File: src/rtl/fnd_scan_ctrl.sv
// fnd_scan_ctrl: time-multiplexed scan controller for a 4-digit FND display.
// It walks a slot index through the numeral slots (0-3) and, optionally, the
// dot slots (4-7). Each slot lasts DIV clock cycles and begins with a short
// blanking window so that the previous digit does not ghost onto the next one.
module fnd_scan_ctrl #(
    parameter int CLK_HZ    = 100_000_000,
    parameter int SCAN_HZ   = 8_000,
    parameter int BLANK_CYC = 16
) (
    input  logic       i_clk,
    input  logic       i_reset,
    input  logic       i_en,
    input  logic       i_dotSkip,
    output logic [2:0] o_digitPosition,
    output logic [3:0] o_fndCom,
    output logic       o_slotTick
);

    // Cycles per slot and the width of the prescaler that counts them.
    localparam int DIV = CLK_HZ / SCAN_HZ;
    localparam int PW  = (DIV > 1) ? $clog2(DIV) : 1;

    localparam logic [PW-1:0] PRESC_LAST  = PW'(DIV - 1);
    localparam logic [PW-1:0] PRESC_BLANK = PW'(BLANK_CYC);

    typedef enum logic {
        IDLE = 1'b0,
        SCAN = 1'b1
    } state_t;

    state_t        state;
    state_t        state_next;
    logic [PW-1:0] prescaler;
    logic [PW-1:0] prescaler_next;
    logic [2:0]    position;
    logic [2:0]    position_next;
    logic          slot_end;

    // The last prescaler count of a slot while scanning is the slot tick.
    assign slot_end = (state == SCAN) && (prescaler == PRESC_LAST);

    // State, prescaler and slot index registers with synchronous active-low reset.
    always_ff @(posedge i_clk) begin
        if (!i_reset) begin
            state     <= IDLE;
            prescaler <= '0;
            position  <= 3'd0;
        end else begin
            state     <= state_next;
            prescaler <= prescaler_next;
            position  <= position_next;
        end
    end

    // Next-state logic: enable drop wins over a coincident slot tick, and
    // i_dotSkip is only looked at when the slot index actually advances.
    always_comb begin
        state_next     = state;
        prescaler_next = prescaler;
        position_next  = position;
        case (state)
            IDLE: begin
                prescaler_next = '0;
                position_next  = 3'd0;
                if (i_en) begin
                    state_next = SCAN;
                end
            end
            SCAN: begin
                if (!i_en) begin
                    state_next     = IDLE;
                    prescaler_next = '0;
                    position_next  = 3'd0;
                end else if (slot_end) begin
                    prescaler_next = '0;
                    if (i_dotSkip) begin
                        position_next = (position >= 3'd3) ? 3'd0 : 3'(position + 3'd1);
                    end else begin
                        position_next = 3'(position + 3'd1);
                    end
                end else begin
                    prescaler_next = PW'(prescaler + 1'b1);
                end
            end
            default: begin
                state_next     = IDLE;
                prescaler_next = '0;
                position_next  = 3'd0;
            end
        endcase
    end

    // Output decode: commons stay off outside SCAN and during blanking;
    // otherwise exactly one common selected by the low two slot bits.
    always_comb begin
        o_fndCom   = 4'b1111;
        o_slotTick = slot_end;
        if ((state == SCAN) && (prescaler >= PRESC_BLANK)) begin
            case (position[1:0])
                2'd0:    o_fndCom = 4'b1110;
                2'd1:    o_fndCom = 4'b1101;
                2'd2:    o_fndCom = 4'b1011;
                default: o_fndCom = 4'b0111;
            endcase
        end
    end

    assign o_digitPosition = position;

endmodule
File: config.mk
export PLATFORM = sky130hd
export DESIGN_NAME = fnd_scan_ctrl
export DESIGN_NICKNAME = d
export VERILOG_FILES = /design/src/rtl/fnd_scan_ctrl.sv
export SDC_FILE = /design/constraint.sdc
export NUM_CORES = 1
export LEC_CHECK = 0
export BUFFER_PORTS_ARGS = -buffer_cell sky130_fd_sc_hd__buf_2
export CORE_UTILIZATION = 31
export CTS_CLUSTER_SIZE = 14
export DETAILED_ROUTE_END_ITERATION = 16
export HOLD_SLACK_MARGIN = 0.08
export SYNTH_ARGS = -nofsm -noshare
export SYNTH_HDL_FRONTEND = slang
export SYNTH_SLANG_ARGS = --single-unit
File: constraint.sdc
create_clock -name i_clk -period 2.1 [get_ports i_clk]
set_clock_uncertainty 0.05 [all_clocks]
set_input_delay 0.105 -clock i_clk [delete_from_list [all_inputs] [get_ports i_clk]]
set_output_delay 0.105 -clock i_clk [all_outputs]
set_load 0.01 [all_outputs]
==> results of run 1 <==
-- cell families (layout without fill, tap and decap cells) --
| logic type | count (synthesis) | in the layout | synth area share |
|---|---|---|---|
| AOI/OAI and AO/OA | 6 | 6 | 0.05816 |
| xor gates and xnor gates | 12 | 12 | 0.1062 |
| adders and majority gates | 8 | 8 | 0.1011 |
| buffers and inverters | 10 | 28 | 0.04551 |
| DFF | 18 | 18 | 0.3641 |
| muxes | 1 | 1 | 0.01011 |
| and+or+nand+nor | 53 | 53 | 0.3148 |
-- worst max-delay path, delay by kind of cell (launching register included) --
kind / cells / cell delay (ns)
and+or+nand+nor: 3 / 0.81
buffers and inverters: 1 / 0.12
AOI/OAI and AO/OA: 1 / 0.31
DFF: 1 / 0.36
-- routing by layer --
layer / track usage / wire [µm]
met1: 0.1567 / 926
met2: 0.2069 / 804
met3: 0.03956 / 84
met4: 0.03061 / 12
met5: 0 / 0
-- path summary, 6_finish.rpt --
check	from	to	slack, ns
max	prescaler[5]	o_fndCom[2]	0.04
min	i_dotSkip	o_digitPosition[1]	0.16
max reg2reg	prescaler[0]	o_digitPosition[0]	0.18
min reg2reg	prescaler[0]	prescaler[0]	0.44
-- final cells by class --
type,count,area [µm²]
Fill cell,342,1881
Multi-Input combinational cell,80,591.8
Tap cell,44,55.05
Clock buffer,4,36.28
Inverter,9,33.78
Sequential cell,18,365.4
Timing Repair Buffer,15,90.09
-- layout by cell type (no fill, tap or decap), types with 2 or more instances in the layout --
cell type	instances
buf_2	11
xnor2_1	10
nand2_1	9
clkbuf_4	3
nor4_1	3
nor3_1	5
buf_4	2
ha_1	8
or3_4	2
xor2_1	2
dlygate4sd3_1	2
and2_1	2
nand3_1	6
inv_1	9
nor2_1	16
dfxtp_1	16
nor4_4	2
-- report_power, final --
group	leakage [nW]	switching (mW)	internal [mW]	total, mW
sequential	0.147	0.00224	0.341	0.344
combinational	0.232	0.00664	0.00759	0.0142
clock	0.0210	0.101	0.106	0.207
total	0.399	0.110	0.455	0.564
-- flip-flops by register name, indices dropped and copies added, names as in the netlist --
name,count
prescaler,14
state,1
o_digitPosition,3
-- repair_timing --
item / CTS / global route
gates resized for setup: 2 / 2
hold endpoints to repair: 1 / 0
hold buffers: 2 / 0
setup endpoints to repair: 4 / 4
setup buffers: 0 / 2
-- per-stage QoR --
step,utilization,instances,TNS [ns]
after floorplan,-,108,0
after global placement,0.3566,162,0
after detailed placement,0.3566,162,0
after CTS,0.3779,168,0
after global routing,0.3840,170,-0.03483
final,0.3840,170,0
==> impl_metrics.toml, run 1 <==
[setup_path]
cp.arrival_ns = 1.90
cp_max_fo = 4
path_cells = "or3_4 > or3_4 > o31a_4 > nand2_1 > buf_2"
crit_path_max_incr_delay_ns = 0.38
cpMostUsedCell = "or3_4"
cp.required_ns = 1.95
critPathKind = "flip-flop to output pin"
r2r_cells = 5
crit_slowest_cell = "or3_4"
end_kind = "output pin"
startpoint_type = "flip-flop"

[die]
initial_core_util = 0.3242
rows = 20
coreArea_um2 = 3053
pin_count = 12
die-area_um2 = 3422
fp.dieW_um = 58.50
die_h_um = 58.50

[cts]
cts_made_buffers = 3
h-tree-depth = 1
worstSkewPairLatency_ns = 0.29
cts_tree = "yes"
cts.path.max_buffers = 2
clock-sinks = 18
cts-root-buf = "clkbuf_4"
clkTransAtPathRegs_ns = 0.10

[synth]
synth_top_cells_by_count = "dfxtp_1, nor2_1, xnor2_1, inv_1, nand2_1"
synth_nets = 120
synth_area_um2 = 989.7
synthDistinctLibCells = 29
yosysTopAreaCell = "dfxtp_1"
synth.most_common_cell = "dfxtp_1"
synth_top_area_share = 0.3641
synthArstFlopShare = 0
yosysSeqAreaShare = 0.3641
ys_dominant_reg_cell = "dfxtp_1"
ys_warn_count = 0
synth-edff-count = 0
synth-seq-cells = 18
synthTopCellsByArea = "dfxtp_1, ha_1, xnor2_1"
syn-instance-count = 108
syn_avg_cell_area_um2 = 9.164

[finish]
final_layout_size_suffix_gt1_frac = 0.2063
antennaDiodeCount = 0
fin_nets = 139
area_growth_pct = 18.46
stdcell_area_um2 = 1172

[grt]
grt_pass1_wl_um = 3236
grt_overflow = 0
grt_pass1_vias = 759
grt_max_degree = 15
grt_use_total = 0.1244
antenna_found_initial = 0

[drt]
wl_um = 1827
vias_per_cell = 4.541
ant_nets = 0
wl_per_cell_um = 10.75
drtPass1Iterations = 3
vias = 772
drt_iter0_drc = 25
drc = 0

[timing]
slew_headroom = 0.7587
whs_ns = 0.1620
hold_violations = 0
fmax_mhz = 486.6
min_period_ns = 2.055
tightest_slew_ns = 0.3610
period_share = 0.9786
rsz0062_at_grt = "true"
setup_ws_ns = 0.04490
drv_slew = 0
setup_viol = 0

[flow_run]
drv_cap = 0

[power]
total_power_mw = 0.5645
p_leak_nw = 0.3995
p_per_area_nw_per_um2 = 481.5
vdd_drop_max_mv = 0.4228

[place]
dp_hpwl_um = 1376
placed_area_um2 = 1089
io_buffers = 11
dp_slack_ns = 0.1620
finalWeightedCongestion = 0.7775

[worst_hold_path]
holdCritPathClass = "input pin to flip-flop"
hold_depth = 4

[outcome]
outcome = "completed"
Note: power is estimated with default switching activity, not from simulation.
==> inputs of run 2 (changes only) <==
--- a/config.mk
+++ b/config.mk
@@ -10,6 +10,7 @@
 export CTS_CLUSTER_SIZE = 14
 export DETAILED_ROUTE_END_ITERATION = 16
 export HOLD_SLACK_MARGIN = 0.08
+export RECOVER_POWER = 50
 export SYNTH_ARGS = -nofsm -noshare
 export SYNTH_HDL_FRONTEND = slang
 export SYNTH_SLANG_ARGS = --single-unit
==> run 2 against run 1 <==
  * Core utilization shrank 0.12 points
  * Via count shrank 0.13%
  * Hold slack gained 0.0016 ns
  * Sequential share of layout area grew 0.10 points
  * Total power shrank 0.17%
  * Critical path depth is the same
  * Count of clock-buffer cells in the layout is the same
  * Routed wire length grew 0.33%
  * Non-clock buffer count is the same
  * Global-route usage is the same
  * Critical endpoint unchanged
==> impl_metrics.toml, run 2 (synthesis gave the netlist of run 1 again) <==
[setup_path]
cp.arrival_ns = 1.90
cp.required_ns = 1.95
crit_path_max_incr_delay_ns = 0.38
end_kind = "output pin"
cpMostUsedCell = "or3_4"
cp.depth = 5
crit_slowest_cell = "or3_4"
crit_buf_inv = 1
startpoint_type = "flip-flop"
critPathKind = "flip-flop to output pin"
r2r_cells = 5
crit_family = "simple AND/OR/NAND/NOR gates"
path_cells = "or3_4 > or3_4 > o31a_4 > nand2_1 > buf_2"
cp_max_fo = 4

[drt]
drt_iter0_drc = 26
drc = 0
vias_per_cell = 4.535
ant_nets = 0
m1WireLength_um = 930
dr_wl_met3_um = 86
vias = 771
dr_wl_met2_um = 804
wl_per_cell_um = 10.78
wl_um = 1833
drtPass1Iterations = 3
top_layer = "met4"

[timing]
setup_viol = 0
tightest_slew_ns = 0.3609
drv_slew = 0
slew_headroom = 0.7587
period_share = 0.9786
hold_violations = 0
fmax_mhz = 486.6
min_period_ns = 2.055
setup_tns_ns = 0
whs_ns = 0.1636
rsz0062_at_grt = "true"

[die]
rows = 20
pin_count = 12
die-area_um2 = 3422
coreArea_um2 = 3053
die_h_um = 58.50
fp.dieW_um = 58.50
initial_core_util = 0.3242

[finish]
fillers = 343
largest_reg_flops = 14
antennaDiodeCount = 0
regArea_um2 = 365.4
area_growth_pct = 18.08
final_layout_size_suffix_gt1_frac = 0.1825
multiInputGateArea_um2 = 591.8
mostFrequentLayoutCells = "nor2_1, dfxtp_1, xnor2_1"
top_register = "prescaler"
fin_nets = 139
fin_cells = 170

[place]
io_buffers = 11
dp_hpwl_um = 1376
finalWeightedCongestion = 0.7775
dp.cells = 162

[cts]
cts.path.max_buffers = 2
clock-sinks = 18
clkTransAtPathRegs_ns = 0.09
h-tree-depth = 1
cts_made_buffers = 3
worstSkewPairLatency_ns = 0.29
cts_tree = "yes"
cts-root-buf = "clkbuf_4"

[grt]
antenna_found_initial = 0
grt_pass1_wl_um = 3236
grt_use_total = 0.1244
grt_pass1_vias = 759
grt_max_degree = 15
grt_overflow = 0

[power]
p_comb_frac = 0.025
p_per_area_nw_per_um2 = 482.2
switching_share = 0.1935
total_power_mw = 0.5635
vdd_drop_max_mv = 0.4228
p_seq_frac = 0.610
p_leak_nw = 0.3844
pwr-share-clk = 0.365
p_int_mw = 0.4545
power.net_switching_mw = 0.1090

[worst_hold_path]
holdCritPathClass = "input pin to flip-flop"
hold_depth = 4

[outcome]
outcome = "completed"

[flow_run]
drv_cap = 0
## run 2: changes by cell type in the layout (fill, tap and decap cells not counted), sizes merged
cell	previous run	this run
clkbuf	4	7
buf	13	10
## run 2: routing by layer
layer | global-route usage | vias up
met4 | 0.03061 | 0
met5 | 0 | -
met2 | 0.2069 | 16
li1 | - | 399
met1 | 0.1567 | 354
met3 | 0.03956 | 2
## run 2: area by class of cell
type | instances | area share
multi-input cells | 80 | 0.5064
flip-flops and latches | 18 | 0.3126
repair buffers | 15 | 0.07388
well taps | 44 | 0.04711
clock buffers | 4 | 0.03105
inverters | 9 | 0.02891
## run 2: what timing repair did
item / in CTS / in global routing
hold buffers: 2 / 0
buffers inserted: 0 / 2
gates resized for setup: 2 / 2
pin swaps: 0 / 0
cloned: 0 / 0
setup endpoints to repair: 4 / 4
endpoints found under the hold margin: 1 / 0
## run 2: worst paths after layout
kind                                    from                 end  slack [ns]
worst max-delay path            prescaler[5]         o_fndCom[2]        0.04
worst min-delay path               i_dotSkip  o_digitPosition[1]        0.16
worst max register to register  prescaler[0]  o_digitPosition[0]        0.18
worst min register to register  prescaler[0]        prescaler[0]        0.44
## run 2: power by group through the flow
stage / clock network, mW / registers [mW] / logic [mW]
3_5_place_dp: 0 / 0.353 / 0.0114
6_report: 0.206 / 0.344 / 0.0142
3_3_place_gp: 0 / 0.352 / 0.0109
5_1_grt: 0.236 / 0.344 / 0.0155
4_1_cts: 0.217 / 0.345 / 0.0145
2_1_floorplan: 0 / 0.352 / 0.00782
## run 2: tightest hold or removal path, stage by stage
cell	delay (ns)
buf_2	0.07
inv_1	0.04
o211ai_1	0.18
mux2i_1	0.07
## run 2: metrics by stage
stage | setup WS, ns | util | area, µm²
floorplan | 0.3184 | - | 989.7
global placement | 0.2483 | 0.3566 | 1089
detailed placement | 0.1620 | 0.3566 | 1089
CTS | 0.01878 | 0.3779 | 1154
global route | -0.01611 | 0.3828 | 1169
finish | 0.04490 | 0.3828 | 1169
